$ cat config.mk
export PLATFORM = sky130hd
export DESIGN_NAME = uart_command_decoder
export DESIGN_NICKNAME = d
export VERILOG_FILES = /design/src/rtl/uart_cmd_pkg.sv /design/src/rtl/byte_timeout.sv /design/src/rtl/uart_command_decoder.sv
export SDC_FILE = /design/constraint.sdc
export NUM_CORES = 1
export LEC_CHECK = 0
export ABC_CLOCK_PERIOD_IN_PS = 2200
export CORE_ASPECT_RATIO = 1.5
export CORE_MARGIN = 1
export CORE_UTILIZATION = 35
export DETAILED_ROUTE_END_ITERATION = 8
export DONT_BUFFER_PORTS = 1
export GPL_TIMING_DRIVEN = 0
export SLEW_MARGIN = 0
export SYNTH_ARGS = -nofsm -noshare
export SYNTH_HDL_FRONTEND = slang
export SYNTH_SLANG_ARGS = --single-unit
$ cat constraint.sdc
create_clock -name clk -period 2.2 [get_ports clk]
set_input_delay 0.44 -clock clk [delete_from_list [all_inputs] [get_ports clk]]
set_output_delay 0.44 -clock clk [all_outputs]
set_load 0.05 [all_outputs]
$ cat src/rtl/uart_cmd_pkg.sv
// Shared types for the UART command decoder: FSM states, opcode defaults and
// the memory request record.
package uart_cmd_pkg;

  typedef enum logic [2:0] {
    ST_IDLE    = 3'd0,
    ST_ADDR_HI = 3'd1,
    ST_ADDR_LO = 3'd2,
    ST_DATA    = 3'd3,
    ST_ISSUE   = 3'd4,
    ST_WAIT_RD = 3'd5,
    ST_TX_RESP = 3'd6
  } cmd_state_e;

  localparam logic [7:0] CMD_WRITE_DEF = 8'h57;  // "W"
  localparam logic [7:0] CMD_READ_DEF  = 8'h52;  // "R"

  typedef struct packed {
    logic        write;
    logic [15:0] addr;
    logic [7:0]  wdata;
  } mem_req_t;

  function automatic logic is_opcode(input logic [7:0] b,
                                     input logic [7:0] op_w,
                                     input logic [7:0] op_r);
    return (b == op_w) || (b == op_r);
  endfunction

endpackage

$ cat src/rtl/byte_timeout.sv
// Inter-byte watchdog: counts enabled idle cycles and flags the cycle in which
// the count reaches CYCLES-1. Any clear or a disabled cycle restarts it.
module byte_timeout #(
  parameter int CYCLES = 2700000
) (
  input  logic clk,
  input  logic rst_n,
  input  logic clear,
  input  logic enable,
  output logic expired
);

  localparam int CNT_W = (CYCLES > 2) ? $clog2(CYCLES) : 1;
  localparam logic [CNT_W-1:0] LAST = CNT_W'(CYCLES - 1);

  logic [CNT_W-1:0] count_q;

  always_ff @(posedge clk or negedge rst_n) begin
    if (!rst_n) begin
      count_q <= '0;
    end else if (clear || !enable) begin
      count_q <= '0;
    end else if (count_q != LAST) begin
      count_q <= count_q + CNT_W'(1);
    end
  end

  assign expired = enable && !clear && (count_q == LAST);

endmodule

$ cat src/rtl/uart_command_decoder.sv
// Parses "W" hi lo data / "R" hi lo byte commands from the UART, issues one
// memory request per command and sends each read byte back to the transmitter.
module uart_command_decoder
  import uart_cmd_pkg::*;
#(
  parameter int         ADDR_W         = 16,
  parameter int         TIMEOUT_CYCLES = 2700000,
  parameter logic [7:0] CMD_WRITE      = CMD_WRITE_DEF,
  parameter logic [7:0] CMD_READ       = CMD_READ_DEF
) (
  input  logic              clk,
  input  logic              sys_resetn,
  input  logic [7:0]        i_com_data,
  input  logic              i_com_strobe,
  output logic              o_mem_req,
  output logic              o_mem_write,
  output logic [ADDR_W-1:0] o_mem_addr,
  output logic [7:0]        o_mem_wdata,
  input  logic              i_mem_ack,
  input  logic              i_mem_rvalid,
  input  logic [7:0]        i_mem_rdata,
  output logic [7:0]        o_tx_data,
  output logic              o_tx_strobe,
  input  logic              i_tx_busy,
  output logic              o_busy,
  output logic              o_error,
  output cmd_state_e        dbg_state
);

  // Memory handshake: o_mem_req is a registered valid that stays high with
  // write/addr/wdata frozen until a cycle with o_mem_req && i_mem_ack; that
  // cycle is the transfer and req drops on the next edge. ack with req low is
  // a no-op. Read data returns later as a one-cycle i_mem_rvalid pulse.
  cmd_state_e state_q, state_d;
  logic       req_q, req_d;
  logic       error_q, error_d;
  mem_req_t   mem_req_q;
  logic [7:0] tx_data_q;

  logic lat_op, lat_hi, lat_lo, lat_data, lat_rd;
  logic to_enable, to_expired;

  assign to_enable = (state_q == ST_ADDR_HI) || (state_q == ST_ADDR_LO) ||
                     (state_q == ST_DATA);

  byte_timeout #(
    .CYCLES (TIMEOUT_CYCLES)
  ) u_byte_timeout (
    .clk     (clk),
    .rst_n   (sys_resetn),
    .clear   (i_com_strobe),
    .enable  (to_enable),
    .expired (to_expired)
  );

  always_ff @(posedge clk or negedge sys_resetn) begin
    if (!sys_resetn) begin
      state_q <= ST_IDLE;
      req_q   <= 1'b0;
      error_q <= 1'b0;
    end else begin
      state_q <= state_d;
      req_q   <= req_d;
      error_q <= error_d;
    end
  end

  always_comb begin
    state_d  = state_q;
    req_d    = req_q;
    error_d  = 1'b0;
    lat_op   = 1'b0;
    lat_hi   = 1'b0;
    lat_lo   = 1'b0;
    lat_data = 1'b0;
    lat_rd   = 1'b0;
    case (state_q)
      ST_IDLE: begin
        if (i_com_strobe && is_opcode(i_com_data, CMD_WRITE, CMD_READ)) begin
          lat_op  = 1'b1;
          state_d = ST_ADDR_HI;
        end
      end
      ST_ADDR_HI: begin
        if (i_com_strobe) begin
          lat_hi  = 1'b1;
          state_d = ST_ADDR_LO;
        end else if (to_expired) begin
          error_d = 1'b1;
          state_d = ST_IDLE;
        end
      end
      ST_ADDR_LO: begin
        if (i_com_strobe) begin
          lat_lo  = 1'b1;
          state_d = mem_req_q.write ? ST_DATA : ST_ISSUE;
        end else if (to_expired) begin
          error_d = 1'b1;
          state_d = ST_IDLE;
        end
      end
      ST_DATA: begin
        if (i_com_strobe) begin
          lat_data = 1'b1;
          state_d  = ST_ISSUE;
        end else if (to_expired) begin
          error_d = 1'b1;
          state_d = ST_IDLE;
        end
      end
      ST_ISSUE: begin
        error_d = i_com_strobe;
        if (!req_q) begin
          req_d = 1'b1;
        end else if (i_mem_ack) begin
          req_d   = 1'b0;
          state_d = mem_req_q.write ? ST_IDLE : ST_WAIT_RD;
        end
      end
      ST_WAIT_RD: begin
        error_d = i_com_strobe;
        if (i_mem_rvalid) begin
          lat_rd  = 1'b1;
          state_d = ST_TX_RESP;
        end
      end
      ST_TX_RESP: begin
        error_d = i_com_strobe;
        if (!i_tx_busy) begin
          state_d = ST_IDLE;
        end
      end
      default: begin
        state_d = ST_IDLE;
        req_d   = 1'b0;
      end
    endcase
  end

  always_ff @(posedge clk or negedge sys_resetn) begin
    if (!sys_resetn) begin
      mem_req_q <= '0;
      tx_data_q <= '0;
    end else begin
      if (lat_op)   mem_req_q.write      <= (i_com_data == CMD_WRITE);
      if (lat_hi)   mem_req_q.addr[15:8] <= i_com_data;
      if (lat_lo)   mem_req_q.addr[7:0]  <= i_com_data;
      if (lat_data) mem_req_q.wdata      <= i_com_data;
      if (lat_rd)   tx_data_q            <= i_mem_rdata;
    end
  end

  // The send pulse follows the transmitter directly so a free transmitter
  // gets the byte in the cycle right after rvalid.
  assign o_tx_strobe = (state_q == ST_TX_RESP) && !i_tx_busy;
  assign o_tx_data   = tx_data_q;
  assign o_mem_req   = req_q;
  assign o_mem_write = mem_req_q.write;
  assign o_mem_addr  = mem_req_q.addr;
  assign o_mem_wdata = mem_req_q.wdata;
  assign o_busy      = (state_q != ST_IDLE);
  assign o_error     = error_q;
  assign dbg_state   = state_q;

endmodule

==> flow_metrics.env <==
export IMPL_synthTopCellsByArea="dfrtp_1, mux2_2, xnor2_1, nor2_1, nand2_1"
export IMPL_relSlewSlack_pct=52.57
export IMPL_synth_top_family_by_area="simple AND/OR/NAND/NOR gates"
export IMPL_finalHoldViolations=0
export IMPL_coreArea_sq_um=7661
export IMPL_area_growth_pct=19.41
export IMPL_yosysTopAreaCell="dfrtp_1"
export IMPL_setup_ws_ps=103.6
export IMPL_gr_total_overflow=0
export IMPL_wl_per_cell_um=16.27
export IMPL_hpwl_mm=4.235
export IMPL_netlist_area_sq_um=2785
export IMPL_cts_buffers=9
export IMPL_final_antenna_net_count=0
export IMPL_num_antenna_cells=0
export IMPL_syn_nets=269
export IMPL_async_flop_share_pct=100.0
export IMPL_grt_max_degree=61
export IMPL_ys_flop_type="dfrtp_1"
export IMPL_post_cts_setup_buffers=0
export IMPL_hp_class="in -> reg"
export IMPL_vias=1916
export IMPL_synth_xor_area_share_pct=5.031
export IMPL_clockBufferDepth=2
export IMPL_first_pass_iters=4
export IMPL_cts_tree="built"
export IMPL_synth_top_cell_area_share_pct=53.91
export IMPL_vdd_drop_max_uv=1115
export IMPL_crit_path_end_kind="output port"
export IMPL_placement_rows=39
export IMPL_tightest_slew_ps=708.4
export IMPL_leakage_nw=1.371
export IMPL_synthSimpleGateAreaFrac_pct=18.55
export IMPL_critical_path_arrival_ps=1660
export IMPL_finalWirelength_mm=5.955
export IMPL_critical_path_max_stage_delay_ps=530
export IMPL_io_pins=62
export IMPL_grt_use_total_pct=16.23
export IMPL_fmax_mhz=477.0
export IMPL_setup_viol=0
export IMPL_clk_latency_ps=320
export IMPL_ys_seq_area_share_pct=53.91
export IMPL_critical_path_class="reg -> out"
export IMPL_antenna_found_initial=0
export IMPL_critPathTopFamily="flip-flops"
export IMPL_powerDensity_nw_per_um2=1620
export IMPL_synth_edff_count=0
export IMPL_start_kind="flip-flop"
export IMPL_period_needed_ps=2096
export IMPL_path_clk_slew_ps=50
export IMPL_cp_slowest_cell="dfrtp_2"
export IMPL_path_cells="buf_6 > clkbuf_2 > or3_4"
export IMPL_synthCells=246
export IMPL_die_x_um=74.84
export IMPL_slew_violations=0
export IMPL_root_buffer="clkbuf_16"
export IMPL_fin_tns_setup_ps=0
export IMPL_nets=282
export IMPL_required_ps=1760
export IMPL_htree_levels=3
export IMPL_die_area_sq_um=8326
export IMPL_drive_gt1_share_pct=28.79
export IMPL_grt_pass1_vias=2058
export IMPL_pre_cts_slack_ps=-213.9
export IMPL_clock_sinks=60
export IMPL_syn_avg_cell_area_sq_um=11.32
export IMPL_die_h_um=111.3
export IMPL_synth_fa_ha_area_share_pct=0.4492
export IMPL_io_buffer_count=0
export IMPL_grt_pass1_wl_mm=10.15
export IMPL_initial_core_util_pct=36.35
export IMPL_synth_compound_area_share_pct=5.615
export IMPL_maxCapViolCount=0
export IMPL_drt_iter0_drc=90
export IMPL_avgViaCountPerCell=5.235
export IMPL_critPathBufInv=2
export IMPL_synthMuxAreaShare_pct=13.70
export IMPL_route_detailed_drc=0
export IMPL_fin_skew_ps=4.011
export IMPL_rsz0062_at_grt="no"
export IMPL_gp_congestion=0.8263
export IMPL_p_total_mw=5.389
export IMPL_fin_crit_sh_pct=95.29
export IMPL_ys_ff_latch=60
export IMPL_ys_warn_count=0
export IMPL_yosysUniqueCellTypes=45
export IMPL_path_max_fanout=10
export IMPL_outcome="complete, no violations"
==> cell type report <==
cell class,instances,area [sq um]
inverters,5,18.77
clock buffers,12,256.5
flip-flops and latches,60,1505
clock inverters,4,95.09
well taps,102,127.6
repair buffers,2,37.54
multi-input cells,171,1216
fillers,695,4335
plain buffers,10,68.82
==> cells in the mapped netlist (2+ instances only) <==
cell type and n:
nor3_1 6, nor4_1 5, and3_1 3, o21ai_0 7, nor2_1 24, and4_2 2, a21oi_1 6, and3_2 2
nor2_2 3, xor2_1 5, nand3_1 11, nand2_1 17, mux2_2 33, buf_6 2, inv_1 4, a31oi_1 2
clkbuf_1 6, nand3b_1 3, or3_1 3, nand4_1 5, and4_1 2, xnor2_1 11, dfrtp_1 60, nor2b_1 3
==> cells in the final DEF (no fill, tap or decap), types with 3 or more instances in the layout <==
master     count
nand2_1       17
nor2_1        24
inv_1          4
bufinv_16      3
buf_6          3
o21ai_0        7
nand4_1        5
clkbuf_16      9
dfrtp_1       57
mux2_2        33
xnor2_1       11
nor2_2         3
nor4_1         5
clkbuf_2       3
nand3b_1       3
clkbuf_1       3
and3_1         3
dfrtp_2        3
nand3_1       11
a21oi_1        6
xor2_1         5
nor3_1         6
==> timing repair <==
| item | 4_1_cts | 5_1_grt |
|---|---|---|
| endpoints found under the hold margin | 60 | 0 |
| endpoints found under the setup margin | 11 | 11 |
| hold buffers | 2 | 0 |
| pin swaps | 1 | 0 |
| gates resized for setup | 8 | 8 |
==> cells by family after synthesis <==
kind of cell	Yosys count
AOI/OAI and AO/OA	24
DFF	60
adders and majority gates	1
and+or+nand+nor	96
muxes	34
xor gates and xnor gates	16
buffers and inverters	15
==> metrics by stage <==
stage / hold slack [ps] / std cells / area (sq um) / utilization (%)
CTS: 233.7 / 366 / 3317 / 43.30
floorplan: 144.4 / 246 / 2785 / -
detailed placement: 147.3 / 348 / 2913 / 38.02
finish: 251.2 / 366 / 3326 / 43.41
global route: 253.4 / 366 / 3326 / 43.41
global placement: 146.9 / 348 / 2913 / 38.02
==> registers in the layout, summed over array words and instances (netlist names) <==
name and flops:
dbg_state 3, o_error 1, o_mem_addr 16, o_mem_req 1, o_mem_wdata 8, o_mem_write 1, o_tx_data 8, u_byte_timeout.count_q 22
==> routing by layer <==
layer	routed length (um)	global-route usage (%)	share of wire, %	vias to the layer above
li1	-	-	-	903
met1	2187	17.48	37	949
met2	3248	27.27	55	58
met3	451	6.273	7.6	6
met4	68	7.170	1.1	0
met5	0	0	0	-
==> final timing paths <==
kind	depth (start not counted)	from	slack, ps	endpoint
min in group asynchronous	2	sys_resetn	660	u_byte_timeout.count_q[16]
min reg2reg	2	u_byte_timeout.count_q[21]	540	u_byte_timeout.count_q[21]
max in group asynchronous	2	sys_resetn	1280	dbg_state[0]
max	3	dbg_state[1]	100	o_busy
min	2	i_com_data[0]	250	o_mem_write
max reg2reg	7	u_byte_timeout.count_q[0]	170	u_byte_timeout.count_q[2]
==> power breakdown <==
part | internal (mW) | switching, mW
Clock | 1.16 | 0.454
Sequential | 1.43 | 1.44
Combinational | 0.443 | 0.455
Total | 3.04 | 2.35
Note: power is estimated with default switching activity, not from simulation.
